### config.mk
export PLATFORM = sky130hd
export DESIGN_NAME = mux_to_demux_n_pipe
export DESIGN_NICKNAME = d
export VERILOG_FILES = /design/src/rtl/mux_demux_pkg.sv /design/src/rtl/rr_arbiter_n.sv /design/src/rtl/mux_to_demux_n_pipe.sv
export SDC_FILE = /design/constraint.sdc
export NUM_CORES = 1
export LEC_CHECK = 0
export CORE_ASPECT_RATIO = 1.75
export CORE_MARGIN = 3
export CORE_UTILIZATION = 45
export DETAILED_ROUTE_END_ITERATION = 6
export PLACE_DENSITY = 0.79
export SLEW_MARGIN = 5
export SYNTH_ARGS = -nofsm -noshare
export SYNTH_HDL_FRONTEND = slang
export SYNTH_HIERARCHICAL = 1
export SYNTH_SLANG_ARGS = --single-unit
### constraint.sdc
create_clock -name clock -period 2.2 [get_ports clock]
set_input_delay 0.55 -clock clock [delete_from_list [all_inputs] [get_ports clock]]
set_output_delay 0.55 -clock clock [all_outputs]
set_load 0.05 [all_outputs]
### src/rtl/mux_demux_pkg.sv
// rtl/mux_demux_pkg.sv - shared helpers for the N-lane mux/pipe/demux block
// Purpose: lane-select width calculation and one-hot encoding used by the
//          top level and the round-robin arbiter.
// Ports:   none (package).
package mux_demux_pkg;

    // Upper bound on lane count supported by the one-hot helper.
    localparam int MAX_LANES = 64;

    // Width of a lane index; never narrower than one bit.
    function automatic int sel_width(input int n);
        return (n <= 2) ? 1 : $clog2(n);
    endfunction

    // One-hot vector with bit idx set; all zero when idx is out of range.
    function automatic logic [MAX_LANES-1:0] onehot(input int idx, input int n);
        logic [MAX_LANES-1:0] v;
        v = '0;
        if (idx >= 0 && idx < n) begin
            v = MAX_LANES'(1) << idx;
        end
        return v;
    endfunction

endpackage

### src/rtl/rr_arbiter_n.sv
// rtl/rr_arbiter_n.sv - N-way round-robin arbiter with advance enable
// Purpose: picks the first valid lane at or after the rotating pointer.
//          The pointer moves past the granted lane only when advance is high.
// Ports:   clock, reset (sync, active-high), valid[N] requests, advance
//          (grant is being taken this cycle), grant[N] one-hot, idx encoded.
module rr_arbiter_n
    import mux_demux_pkg::*;
#(
    parameter int ID = 1,
    parameter int N  = 4,
    localparam int SELW = sel_width(N)
) (
    input  logic            clock,
    input  logic            reset,
    input  logic [N-1:0]    valid,
    input  logic            advance,
    output logic [N-1:0]    grant,
    output logic [SELW-1:0] idx
);

    logic [SELW-1:0]      r_ptr;
    logic                 w_found;
    logic [SELW-1:0]      w_idx;
    logic [SELW-1:0]      w_lane;
    logic [MAX_LANES-1:0] w_onehot;

    // Scan lanes starting at the pointer, wrapping N-1 -> 0.
    always_comb begin
        w_found = 1'b0;
        w_idx   = '0;
        w_lane  = '0;
        for (int i = 0; i < N; i++) begin
            w_lane = SELW'((int'(r_ptr) + i) % N);
            if (!w_found && valid[w_lane]) begin
                w_found = 1'b1;
                w_idx   = w_lane;
            end
        end
    end

    assign w_onehot = onehot(int'(w_idx), N);
    assign grant    = w_found ? w_onehot[N-1:0] : '0;
    assign idx      = w_idx;

    always_ff @(posedge clock) begin
        if (reset) begin
            r_ptr <= '0;
        end else if (advance && w_found) begin
            r_ptr <= (w_idx == SELW'(N - 1)) ? '0 : w_idx + 1'b1;
        end
    end

endmodule

### src/rtl/mux_to_demux_n_pipe.sv
// rtl/mux_to_demux_n_pipe.sv - N-lane mux into a registered pipe, demuxed to the same lane
// Purpose: time-multiplexes N input lanes onto one PIPE-deep registered path
//          and writes each word back out on the output lane it came from.
// Ports:   clock, reset (sync, active-high), inp[N][WIDTH], in_valid[N],
//          sel (explicit lane, ignored when RR=1), stall (freezes everything),
//          in_grant[N] combinational one-hot capture, outp[N][WIDTH] per-lane
//          held data, out_valid[N] one-cycle one-hot delivery pulse.
module mux_to_demux_n_pipe
    import mux_demux_pkg::*;
#(
    parameter int ID    = 1,
    parameter int N     = 4,
    parameter int WIDTH = 16,
    parameter int PIPE  = 2,
    parameter int RR    = 0,
    localparam int SELW = sel_width(N)
) (
    input  logic                      clock,
    input  logic                      reset,
    input  logic [N-1:0][WIDTH-1:0]   inp,
    input  logic [N-1:0]              in_valid,
    input  logic [SELW-1:0]           sel,
    input  logic                      stall,
    output logic [N-1:0]              in_grant,
    output logic [N-1:0][WIDTH-1:0]   outp,
    output logic [N-1:0]              out_valid
);

    typedef struct packed {
        logic             valid;
        logic [SELW-1:0]  lane;
        logic [WIDTH-1:0] data;
    } stage_t;

    logic            w_can_capture;
    logic [N-1:0]    w_grant;
    logic [SELW-1:0] w_grant_idx;
    stage_t          w_stage_in;

    // Reset and stall both suppress capture so upstream keeps its word.
    assign w_can_capture = !stall && !reset;

    generate
        if (RR != 0) begin : g_rr
            logic [N-1:0]    w_arb_grant;
            logic [SELW-1:0] w_arb_idx;

            rr_arbiter_n #(
                .ID (ID),
                .N  (N)
            ) u_arb (
                .clock   (clock),
                .reset   (reset),
                .valid   (in_valid),
                .advance (w_can_capture),
                .grant   (w_arb_grant),
                .idx     (w_arb_idx)
            );

            assign w_grant     = w_can_capture ? w_arb_grant : '0;
            assign w_grant_idx = w_arb_idx;
        end else begin : g_sel
            logic                 w_sel_ok;
            logic [MAX_LANES-1:0] w_sel_onehot;

            // Out-of-range select never grants, even when N is not a power of two.
            assign w_sel_ok     = (int'(sel) < N);
            assign w_sel_onehot = onehot(int'(sel), N);
            assign w_grant      = (w_can_capture && w_sel_ok && in_valid[sel])
                                  ? w_sel_onehot[N-1:0] : '0;
            assign w_grant_idx  = sel;
        end
    endgenerate

    assign in_grant = w_grant;

    always_comb begin
        w_stage_in       = '0;
        w_stage_in.valid = |w_grant;
        w_stage_in.lane  = w_grant_idx;
        w_stage_in.data  = inp[w_grant_idx];
    end

    // w_chain[k] feeds stage k; w_chain[PIPE] is the last stage's contents.
    stage_t w_chain [PIPE+1];
    assign w_chain[0] = w_stage_in;

    generate
        for (genvar k = 0; k < PIPE; k++) begin : g_stage
            stage_t r_q;

            always_ff @(posedge clock) begin
                if (reset) begin
                    r_q <= '0;
                end else if (!stall) begin
                    r_q <= w_chain[k];
                end
            end

            assign w_chain[k+1] = r_q;
        end
    endgenerate

    stage_t                  w_last;
    logic [MAX_LANES-1:0]    w_last_onehot;
    logic [N-1:0][WIDTH-1:0] r_outp;
    logic [N-1:0]            r_out_valid;

    assign w_last        = w_chain[PIPE];
    assign w_last_onehot = onehot(int'(w_last.lane), N);

    // Only the addressed lane is rewritten; the others keep their last word.
    always_ff @(posedge clock) begin
        if (reset) begin
            r_outp      <= '0;
            r_out_valid <= '0;
        end else if (!stall) begin
            if (w_last.valid) begin
                r_outp[w_last.lane] <= w_last.data;
                r_out_valid         <= w_last_onehot[N-1:0];
            end else begin
                r_out_valid <= '0;
            end
        end
    end

    assign outp      = r_outp;
    assign out_valid = r_out_valid;

endmodule

* After elaboration in Yosys (flattened, before gate mapping)
Index checks and enable logic that the tools add are counted.
** Word-level totals
- Word-level logic and storage cells :: 33
- Flip-flop bits (word level) :: 106
- Input port bits :: 73
** Cells by class
- Shift operators :: 2
- Multiplexer cells :: 9
- Bitwise gates (word level) :: 1
- Order comparisons :: 3
- Reductions and logical operators :: 7
** Operator list (number)
- 64-bit bitwise mux :: 1
- 16-bit binary-select mux with 2-bit select :: 1
- 16-bit demux with 2-bit select :: 1
- 16-bit two-way mux :: 2
- 4-bit two-way mux :: 2
- 1-bit by 2-bit << shifter with 4-bit output, first input constant :: 2
- 2-bit by 3-bit less-than comparator with 1-bit output, second input constant :: 2
- 4-bit OR reduction :: 1
- 1-bit logical AND :: 3
- 1-bit binary-select mux with 2-bit select :: 1
- 2-bit by 1-bit greater-or-equal comparator with 1-bit output, second input constant :: 1
- 1-bit logical NOT :: 2
- 2-bit AND reduction :: 1
- 1-bit two-way mux :: 1
- 1-bit inverter :: 1

* Longest topological paths before layout
- Depth in word-level cells :: 5
- Mapped depth :: 6

* Worst setup path before layout
OpenSTA, ideal clock, no wires.
- Kind :: input port to output port
- Start point :: input port stall
- End point :: output port in_grant[2]
- Path slack :: -1121 ps
- Data required time :: 1650 ps
- Arrival :: 2771 ps
- Stages :: 5
- Buffers on the path :: 3
- Cell sequence :: buf_6 nand2b_1 buf_2 buf_2 nor4b_1
** On the way
- Longest elaborated chain between the ends :: 4
** Ends and longest elaborated chain
- start: declaration :: RTL line mux_to_demux_n_pipe.sv:23 : input logic stall,
- 1-bit logical NOT
- 1-bit logical AND :: RTL line mux_to_demux_n_pipe.sv:41 : assign w_can_capture = !stall && !reset;
- 1-bit logical AND :: RTL line mux_to_demux_n_pipe.sv:69 : assign w_grant = (w_can_capture && w_sel_ok && in_valid[sel])
- 4-bit two-way mux :: RTL line mux_to_demux_n_pipe.sv:70 : ? w_sel_onehot[N-1:0] : '0;
- end: declaration :: RTL line mux_to_demux_n_pipe.sv:24 : output logic [N-1:0] in_grant,
Every way passes these cells.

* Worst setup path in the final report
- Start point :: input port sel[1]
- End point :: output port in_grant[0]
** On the way
- Longest elaborated chain between the ends :: 4
** Ends and longest elaborated chain
- start: declaration :: RTL line mux_to_demux_n_pipe.sv:22 : input logic [SELW-1:0] sel,
- 1-bit binary-select mux with 2-bit select :: RTL line mux_to_demux_n_pipe.sv:69
- 1-bit two-way mux (implied by the code) :: RTL line mux_to_demux_n_pipe.sv:69
- 1-bit logical AND :: RTL line mux_to_demux_n_pipe.sv:69
- 4-bit two-way mux (*) :: RTL line mux_to_demux_n_pipe.sv:70
Every way passes the cells marked *; elsewhere a longest branch is shown, timed or not. The select of a mux whose other input is x is not followed.

==> impl_results.md <==
- RR Endpoint: outp[6]
- Combinational share of power: under 10%
- Worst path cell trace: dlygate4sd2_1, buf_6, buf_12, nor4_4, buf_12
- Post-route ant nets: 0
- WP data arrival: 1530 ps
- Crit-path slowest cell: nor4_4
- HP Class: reg -> reg
- WL/cell: 14.98 microns
- Syn_area_per_cell: approximately 8.6 sq um
- Initial core utilization: 46.38%
- Sw power: 0.8534 mW
- Crit. End Element: primary output
- Num CTS Buffers: 9
- Post-Syn Nets: between 500 and 600
- MaxCap Viol Count: 0
- WP buf/inv: 4
- Cells on worst reg2reg path: 3
- Die footprint: 10680 sq um
- Via density: 5.278
- Max-slew violation count: 0
- R2R Setup Slk: between 700 and 800 ps
- Fmax: between 400 and 500 MHz
- Seq cells post-synth: 106
- CTS Root Cell: clkbuf_16
- Largest net degree at the start of global routing: 107
- Post-synth top area share: 50.00%
- Max Clock Skew: 5.453 ps
- Final Cycle Share: 94.77%
- Leakage: about 2.2 nW
- Hold Path Depth: 2
- Clock share of power: between 40% and 50%
- Status: finished clean
- FP Rows: 46
- TritonCTS clock tree: yes
- Vias in the first global route: ~3800
- Ys Warns: 6
- Worst-path maximum fanout: 3
- Final min period: ~2100 ps
- DRT iter0 DRCs: 224
- Rel. slew slack: a little under a third
- Netlist cell types: 28
- P_int: between 3 and 4 mW
- ANT cells: 0
- Placed inst area: 5863 sq um
- Worst slew pin tran: 1035 ps
- Cells after synthesis: 495
- TNS Setup: 0 ps
- Final setup fails: 0
- Gpl congestion: 0.7854
- CTS Buffer Depth: 2
- Worst path required time: 1650 ps
- Hold_ws: 452.8 ps
- Hold buffers post-CTS: 0
- Worst Min Path Start: outp[15]
- Nets@finish: 703
- Antenna violations before repair: 0
- Core box area: slightly above 9000 sq um
- Port-buffer cells: 144
- Synth area leader: dfxtp_1
- Die Width: slightly below 80 microns
- Detail Placement HPWL: ~8.1 mm
- Fin cells: 755
- GRT Util Overall: 21.44%
- Routed vias: 3985
- CTS sink count: 106
- Final instance area: 6212 sq um
- Die Y: 134.5 microns
- First-pass GRT wire length: 18.41 mm
- Clock Latency Late Sink: between 300 and 400 ps
- H-Tree Level Count: 3
- # IOs: roughly 150
- Share of post-route cells with drive strength above 1: 11.18%
- Global route total overflow: 0
- Sequential-to-total area share from yosys stat: 50.00%
- Dominant cell type by count on the critical path: buf_12
- Final hold viol count: 0
- Total Wirelength: around 11 mm
- Delay of the slowest critical-path stage: 310 ps
- Hold EP: outp[15]
- R2R Path Start: g_stage[1].r_q[17]
- Setup crit start: sel[1]
- Number of cells after detailed placement: between 700 and 800
- CP top delay family: buffers and inverters
- P per Cell Area: 648.9 nW/um^2
- Clock-pin slew on the worst setup and hold paths: around 60 ps
- Sw Share: 21.17%
- VDD IR max: 0.4784 mV
- Top cells by area, synth: dfxtp_1, nand2_1, a21oi_1
- Crit path kind: in -> out
- # DRC: 0
- Core Util, Final: 67.88%
- Crit start category: input port
- Part of the power in registers: 49.5%
- Area delta synth->final: 46.37%
- Synthesized area: between 4000 and 5000 sq um
- Drt first pass iters: 4
- Unrepaired setup endpoints after global routing: no
## layout make-up
cell class	instances	area, sq um
Tap cell	120	150.1
Sequential cell	106	2122
Timing Repair Buffer	168	1668
Multi-Input combinational cell	344	1956
Fill cell	732	2939
Clock buffer	12	236.5
Clock inverter	4	76.32
Inverter	1	3.754
## state kept, by name, indices dropped and copies added (netlist names)
signal	count
out_valid	4
g_stage.r_q	38
outp	64
## power groups by stage
stage | combinational [mW] | sequential (mW) | clock, mW
3_5_place_dp | 0.372 | 2.04 | 0
6_report | 0.380 | 1.99 | 1.66
4_1_cts | 0.381 | 1.99 | 1.69
2_1_floorplan | 0.201 | 2.03 | 0
3_3_place_gp | 0.362 | 2.04 | 0
5_1_grt | 0.410 | 2.00 | 1.77
## synth_stat cells (all sizes together)
cell type	n
or4b	1
buf	24
dfxtp	106
nor3	17
nor4b	2
nand4b	1
a21oi	70
mux2i	20
mux2	16
nor4	1
nand2b	2
a211oi	16
and4bb	2
o221ai	16
clkbuf	20
nand2	154
clkinv	1
nor2b	1
mux4	1
nand4bb	2
and4b	1
nor2	21
## stage by stage
| stage | total power, mW | worst slack [ps] |
|---|---|---|
| 5_1_grt | 4.180 | 77.64 |
| 3_3_place_gp | 2.398 | -56.17 |
| 6_report | 4.031 | 115.1 |
| 2_1_floorplan | 2.228 | -6.885 |
| 3_5_place_dp | 2.409 | -97.53 |
| 4_1_cts | 4.067 | 107.2 |
## tightest hold or removal path, delay by kind of cell, from the launching register on
kind             cells  cell delay [ps]
AO/OA/AOI/OAI        1               50
flip-flops           1              310
AND/OR/NAND/NOR      1               50
## layer usage
metal  vias up  track usage (%)  part of all wire, %
met2       157            37.10                   52
met4         0            9.751                  2.9
li1       1958                -                    -
met3        21            4.272                  5.4
met5         -                0                    0
met1      1849            25.21                   39
## layout by cell type (no fill, tap or decap), types with 2 or more instances in the layout
cell type and instances:
a211oi_1 16, a21oi_1 69, and4bb_2 2, buf_12 5, buf_4 23, bufinv_16 2, clkbuf_1 3, clkbuf_16 9
clkdlybuf4s50_1 136, dfxtp_1 106, dlygate4sd2_1 2, mux2_2 16, mux2i_1 20, nand2_1 154, nand2b_4 2, nand4bb_1 2
nor2_1 20, nor3_1 16, nor4b_4 2, o221ai_1 16
## kinds of logic after synthesis
group	after synthesis	share of synthesized area, %
simple gates	205	20.73
mux	37	9.493
buf+inv	45	5.306
flops	106	50.00
compound gates	102	14.48
## how the worst max path moves through the flow
stage          cells after the start  slack [ps]          end
2_1_floorplan                      5          -7  in_grant[2]
3_3_place_gp                       5         -60  in_grant[2]
3_5_place_dp                       4        -100  in_grant[0]
4_1_cts                            5         110  in_grant[0]
5_1_grt                            4          80  in_grant[0]
6_report                           5         120  in_grant[0]
## timing repair
action | in CTS | in global routing
endpoints found under the setup margin | 4 | 0
setup buffers | 3 | 0
gates resized for setup | 3 | 0
Power figures use the tool's default switching activity.
